$ cat src/rtl/fetch_stage.sv
// Instruction-fetch stage: owns the fetch PC, keeps one request in flight, buffers two instructions for decode.
// Optional build macro FETCH_PERF_COUNTERS_EN adds saturating perf_fetched / perf_killed counters.
module fetch_stage #(
  parameter logic [15:0] RESET_PC = 16'h0000,
  parameter logic [15:0] NOP_INSN = 16'h0000
) (
  input  logic        clk,
  input  logic        reset,
  input  logic        stall,
  input  logic        jump,
  input  logic [15:0] new_pc,
  output logic        imem_req,
  output logic [15:0] imem_addr,
  input  logic        imem_ack,
  input  logic [15:0] imem_rdata,
  output logic [15:0] pc_out,
  output logic [15:0] pcp2_out,
  output logic [15:0] ir_out,
  output logic        valid_out
`ifdef FETCH_PERF_COUNTERS_EN
  ,
  output logic [15:0] perf_fetched,
  output logic [15:0] perf_killed
`endif
);

  typedef enum logic [1:0] {S_IDLE, S_REQ, S_KILL} state_t;

  state_t      state;
  logic [15:0] fpc;
  logic        pending;
  logic [1:0]  count;
  logic        rd_ptr;
  logic        wr_ptr;
  logic [15:0] q_pc [2];
  logic [15:0] q_ir [2];

  logic        ack_seen;
  logic        ack_take;
  logic        ack_drop;
  logic        push;
  logic        pop;
  logic [15:0] jump_pc;

  // pending = request raised in an earlier cycle and still waiting for its ack;
  // it keeps imem_req high even if the queue filled behind it.
  always_comb begin
    imem_req  = (state == S_REQ) && (pending || (count < 2'd2));
    ack_seen  = imem_ack && (imem_req || (state == S_KILL));
    ack_take  = ack_seen && (state == S_REQ) && !jump;
    ack_drop  = ack_seen && !ack_take;
    push      = ack_take;
    valid_out = (count != 2'd0);
    pop       = valid_out && !stall && !jump;
    jump_pc   = new_pc & 16'hFFFE;
  end

  assign imem_addr = fpc;

  always_comb begin
    if (valid_out) begin
      pc_out   = q_pc[rd_ptr];
      pcp2_out = q_pc[rd_ptr] + 16'd2;
      ir_out   = q_ir[rd_ptr];
    end else begin
      pc_out   = '0;
      pcp2_out = '0;
      ir_out   = NOP_INSN;
    end
  end

  // NOTE: sequential state uses non-blocking assignments so every block samples pre-edge values.
  always_ff @(posedge clk or posedge reset) begin
    if (reset) begin
      state   <= S_IDLE;
      fpc     <= RESET_PC;
      pending <= 1'b0;
    end else begin
      case (state)
        S_IDLE:  state <= S_REQ;
        S_REQ:   if (jump && imem_req && !imem_ack) state <= S_KILL;
        S_KILL:  if (imem_ack) state <= S_REQ;
        default: state <= S_IDLE;
      endcase
      pending <= (state == S_REQ) && imem_req && !imem_ack && !jump;
      if (jump)          fpc <= jump_pc;
      else if (ack_take) fpc <= fpc + 16'd2;
    end
  end

  always_ff @(posedge clk or posedge reset) begin
    if (reset) begin
      count  <= 2'd0;
      rd_ptr <= 1'b0;
      wr_ptr <= 1'b0;
    end else if (jump) begin
      count  <= 2'd0;
      rd_ptr <= 1'b0;
      wr_ptr <= 1'b0;
    end else begin
      if (push) wr_ptr <= ~wr_ptr;
      if (pop)  rd_ptr <= ~rd_ptr;
      case ({push, pop})
        2'b10:   count <= count + 2'd1;
        2'b01:   count <= count - 2'd1;
        default: ;
      endcase
    end
  end

  // NOTE: queue storage is not reset; count alone decides what is valid.
  always_ff @(posedge clk) begin
    if (push) begin
      q_pc[wr_ptr] <= fpc;
      q_ir[wr_ptr] <= imem_rdata;
    end
  end

`ifdef FETCH_PERF_COUNTERS_EN
  always_ff @(posedge clk or posedge reset) begin
    if (reset) begin
      perf_fetched <= '0;
      perf_killed  <= '0;
    end else begin
      if (ack_take && (perf_fetched != 16'hFFFF)) perf_fetched <= perf_fetched + 16'd1;
      if (ack_drop && (perf_killed != 16'hFFFF))  perf_killed  <= perf_killed + 16'd1;
    end
  end
`endif

endmodule

$ cat config.mk
export PLATFORM = sky130hd
export DESIGN_NAME = fetch_stage
export DESIGN_NICKNAME = d
export VERILOG_FILES = /design/src/rtl/fetch_stage.sv
export SDC_FILE = /design/constraint.sdc
export NUM_CORES = 1
export LEC_CHECK = 0
export ABC_AREA = 1
export CAP_MARGIN = 10
export CORE_ASPECT_RATIO = 0.8
export CORE_MARGIN = 3
export CORE_UTILIZATION = 51
export CTS_BUF_LIST = sky130_fd_sc_hd__clkbuf_2 sky130_fd_sc_hd__clkbuf_4 sky130_fd_sc_hd__clkbuf_8
export CTS_CLUSTER_SIZE = 12
export DETAILED_ROUTE_END_ITERATION = 7
export MAX_ROUTING_LAYER = met4
export PLACE_DENSITY = 0.82
export SLEW_MARGIN = 20
export SYNTH_ARGS = -nofsm -noshare
export SYNTH_HDL_FRONTEND = slang
export SYNTH_SLANG_ARGS = --single-unit
$ cat constraint.sdc
create_clock -name clk -period 2.88 [get_ports clk]
set_input_delay 0.72 -clock clk [delete_from_list [all_inputs] [get_ports clk]]
set_output_delay 0.72 -clock clk [all_outputs]
set_load 0.005 [all_outputs]
* Word-level counts from Yosys, hierarchy flattened
Memories as Yosys holds them, arrays and structs flattened.
Index checks and enable logic that the tools add are counted.
** Cells by class
- Add/subtract/negate cells :: 4
- Magnitude comparators :: 1
- Equality and inequality tests :: 6
- Mux-type cells :: 16
- Bitwise logic cells :: 2
- Reduce and logical (&&, ||, !) cells :: 22
** Operator list (number)
- $mux 16 :: 5
- $add 16x2->16 const B :: 2
- $logic_and 1x1->1 :: 11
- $mux 1 :: 6
- $mux 2 :: 3
- $pmux 2 s3 :: 1
- $reduce_bool 2->1 :: 3
- $eq 2x1->1 const B :: 2
- $eq 2x2->1 const B :: 2
- $pmux 2 s2 :: 1
- $logic_not 1->1 :: 3
- $reduce_bool 3->1 :: 1
- $add 2x1->2 const B :: 1
- $logic_not 2->1 :: 1
- $logic_or 1x1->1 :: 2
- $lt 2x2->1 const B :: 1
- $ne 2x1->1 const B :: 1
- $ne 2x2->1 const B :: 1
- $not 1->1 :: 2
- $reduce_and 2->1 :: 1
- $sub 2x1->2 const B :: 1
** Word-level totals
- Register bits :: 23
- Memory bits (writable) :: 64
- Input bits :: 37
- Output and inout port bits :: 66
- Word-level logic and storage cells :: 59
- Memories kept :: 2
** Memory list
- q_ir :: depth 2, bits a word 16, rd ports 1, clocked after Yosys merged registers in 0, write ports 1, RTL line 36 : logic [15:0] q_ir [2];
- q_pc :: depth 2, bits a word 16, rd ports 1, clocked after Yosys merged registers in 0, write ports 1, RTL line 35 : logic [15:0] q_pc [2];

* Logic depth before layout (Yosys ltp)
Gate-level depths: netlist of the first run.
- Depth in word-level cells :: 10
- Gate-level depth with buffers :: 13
- Gate-level depth less buffers :: 12

* Least setup slack after synthesis of the first run
OpenSTA, ideal clock, no wires.
- Kind :: input port to flip-flop
- From :: in jump
- To :: mem q_ir[0][0], enable pin
- Library setup time :: 0.420 ns
- Arrival :: 2.566 ns
- Required time :: 2.460 ns
- Slack :: -0.106 ns
- Stages :: 4
- Path buffers :: 1
- Path through :: clkbuf_1 inv_2 nand3_2 nor2_1
** Between the ends
- Cells in the longest elaborated chain, start to end :: 4
** Ends and longest elaborated chain
- start: declaration :: RTL line 10 : input logic jump,
- $logic_not 1->1 :: RTL line 50 : ack_take = ack_seen && (state == S_REQ) && !jump;
- $logic_and 1x1->1 :: RTL line 50
- $mux 1 :: RTL line 113 : if (push) begin
- $mux 1 (implied by the code) :: RTL line 115 : q_ir[wr_ptr] <= imem_rdata;
- end: declaration :: RTL line 36
Every way passes these cells.

* Final worst setup path of the first run
- From :: reg rd_ptr
- To :: out pcp2_out[12]
** Between the ends
- Cells in the longest elaborated chain, start to end :: 3
** Ends and longest elaborated chain
- start: declaration :: RTL line 33 : logic rd_ptr;
- start signal: assignment :: RTL line 102 : if (pop) rd_ptr <= ~rd_ptr;
- $mem_v2 2x16
- $add 16x2->16 :: RTL line 63 : pcp2_out = q_pc[rd_ptr] + 16'd2;
- $mux 16 :: RTL line 61 : if (valid_out) begin
- end: declaration :: RTL line 17 : output logic [15:0] pcp2_out,
Every way passes these cells.

==> results.cfg, run 1 <==
[placement]
dp_hpwl_mm = 7.28
dpl_cell_area_mm2 = 0.00538
io_buffers = 98
place_congestion = 0.905
dp.cells = 666
pre_cts_slack_ns = -0.0203

[setup_path]
crit_path_max_fanout = 6
reg2reg_depth = 6
cp.required_ns = 2.16
critPathKind = flip-flop to output pin
start_kind = flip-flop
cp_data_arrival_time_ns = 2.24
worstSetupEndpointType = output pin

[timing]
skew_ns = 0.0130
setup_slack_ns = -0.0809
holdWs_ns = 0.485
setup_viol = 4
min_period_ns = 2.96
timing.setup.tns_ns = -0.132
worst_pin_slew_ns = 0.845
slew_violations = 0
final_hold_viol_count = 0
max_freq_mhz = 338
post-route-period-util_pct = 103
maxSlewHeadroom_pct = 43.6
rsz0062_at_grt = true

[final_layout]
antenna-diode-count = 0
layout.cells.non_filler = 692
fillCellCount = 551
final_area_mm2 = 0.00573
seqCellArea_mm2 = 0.00241
drive_gt1_share_pct = 15.3
multi_input_area_mm2 = 0.00160
final_net_count = 621
fin_util_pct = 74.4
area_delta_synth_final_pct = 36.2

[grt]
antenna_found_initial = 0
grt_overflow_total = 0
grt_usage_pct = 23.0
grt_pass1_vias = 3460
grt_max_degree = 32
grt_pass1_wl_mm = 16.5

[synthesis]
synth.top_cell.area_share_pct = 44.2
synth_commonest_cells = nand2_1 (146), edfxtp_1 (62), nor2_1 (46), inv_1 (35), a21oi_1 (28)
synthesis.area_mm2 = 0.00421
yosysMostFrequentCell = nand2_1
ys.flop_type = edfxtp_1
avgSynthCellArea_um2 = 9.15
ys_types = 36
synth_top_cell_by_area = edfxtp_1
synth_cells = 460
synth-seq-cells = 84
yosysSeqAreaShare_pct = 57.3
synth_edf_count = 62
yosysWarnings = 0
synth_area_leaders = edfxtp_1 (44%), dfrtp_1 (13%), nand2_1 (13%)
async_reset_ff_share_pct = 26.2

[die]
initial_core_util_pct = 54.6
die_x_um = 108
dieArea_mm2 = 0.00938
fp.dieH_um = 87.2
io_pins = 103
rows = 28
fp.coreArea_mm2 = 0.00771

[routing]
first_pass_iters = 4
drc = 0
drtIter0Drc = 190
wire_per_inst_um = 14.7
vias_per_cell = 5.12
totalWireLength_mm = 10.2
vias = 3540
ant_nets = 0

[flow_run]
maxCapViolCount = 0

[power_and_ir_drop]
power_leakage_nw = 2.38
total_power_mw = 4.23
power.density_mw_per_mm2 = 739
ir_drop_mv = 0.411

[clocking]
htreeDepth = 3
clock_sinks = 84
cts_buffer_depth = 2
clockRootBuffer = clkbuf_8
path_clk_slew_ns = 0.08
postCtsHoldBufs = 0
clock_latency_ns = 0.35
cts_tree = done
cts_buffers = 9

[run_status]
outcome = complete, but fails checks
violations = negative setup slack

[worst_hold_path]
hold_class = flip-flop to flip-flop
worstHoldPathCells = 1
[cells by family after synthesis]
family                   Yosys count  share of synthesized area [%]
XOR/XNOR                           7                           1.46
AND/OR/NAND/NOR                  253                           26.7
AO/OA/AOI/OAI                     54                           7.11
buffers and inverters             58                           6.51
other                              1                         0.0891
adder cells (fa/ha/maj)            2                          0.595
multiplexers                       1                          0.238
flip-flops                        84                           57.3
[worst paths after layout]
path | slack, ns | end | start
min in group asynchronous | 0.84 | imem_addr[4] | reset
max in group asynchronous | 1.45 | rd_ptr | reset
worst min register to register | 0.49 | state[0] | state[0]
worst max-delay path | -0.08 | pcp2_out[12] | rd_ptr
worst min-delay path | 0.49 | state[0] | state[0]
worst max register to register | 0.97 | q_pc[0][9] | state[1]
[cell usage in the layout (no fill, tap or decap), drive strengths merged]
cell type and count:
dlygate4sd2 10, clkbuf 10, xnor2 3, nor3 4, a31oi 2, o31ai 1, dfrtp 22, o211ai 4
xor2 4, nand2 159, a22oi 1, inv 43, clkdlybuf4s50 86, o21ai 15, clkinvlp 3, edfxtp 62
mux2i 1, o21bai 3, buf 26, clkinv 2, bufinv 1, conb 3, ha 2, nand4 9
a21oi 28, nor2 56, nand3 24, nor4 1, dlymetal6s2s 2
[layer usage]
layer | track usage [%] | vias up | routed length (µm)
met5 | - | - | 0
met3 | 4.30 | 7 | 670
met1 | 30.0 | 1644 | 4430
met4 | 4.93 | 0 | 74
met2 | 38.1 | 135 | 5020
li1 | - | 1754 | -
[worst max-delay path, stage by stage (launching register included)]
cell and delay [ns]:
dfrtp_2 0.49, nand2_1 0.16, nand2_4 0.11, buf_4 0.10, buf_4 0.10, nand3_4 0.08
inv_2 0.08, nand3_1 0.07, nand2_1 0.06, nand2_1 0.06, nor2_1 0.09, clkdlybuf4s50_1 0.50
[final cells by class]
type	count	area share, %
flip-flops and latches	84	42.1
multi-input cells	320	27.9
repair buffers	124	21.3
inverters	43	2.99
clock buffers	10	2.29
well taps	105	2.29
clock inverters	6	1.11
[sequential cells by signal, summed over array words and instances, names as in the netlist]
signal and cells:
count 2, rd_ptr 1, wr_ptr 1, q_ir 32
pending 1, state 2, q_pc 30, imem_addr 15
[power breakdown]
group | total (mW) | leakage, nW | switching, mW | internal, mW
Sequential | 1.64 | 0.833 | 0.151 | 1.49
Clock | 0.817 | 0.0923 | 0.407 | 0.410
Combinational | 1.77 | 1.46 | 0.921 | 0.853
[timing repair]
| item | in CTS | in global routing |
|---|---|---|
| gates resized for setup | 25 | 12 |
| setup endpoints to repair | 18 | 8 |
| buffers inserted | 8 | 2 |
| pin swaps | 4 | 6 |
Power figures use the tool's default switching activity.
==> inputs of run 2 (changes only) <==
HOLD_SLACK_MARGIN = 0.02   (was unset)
==> results of run 2 <==
No change in the layout: final DEF, timing and power equal those of run 1.
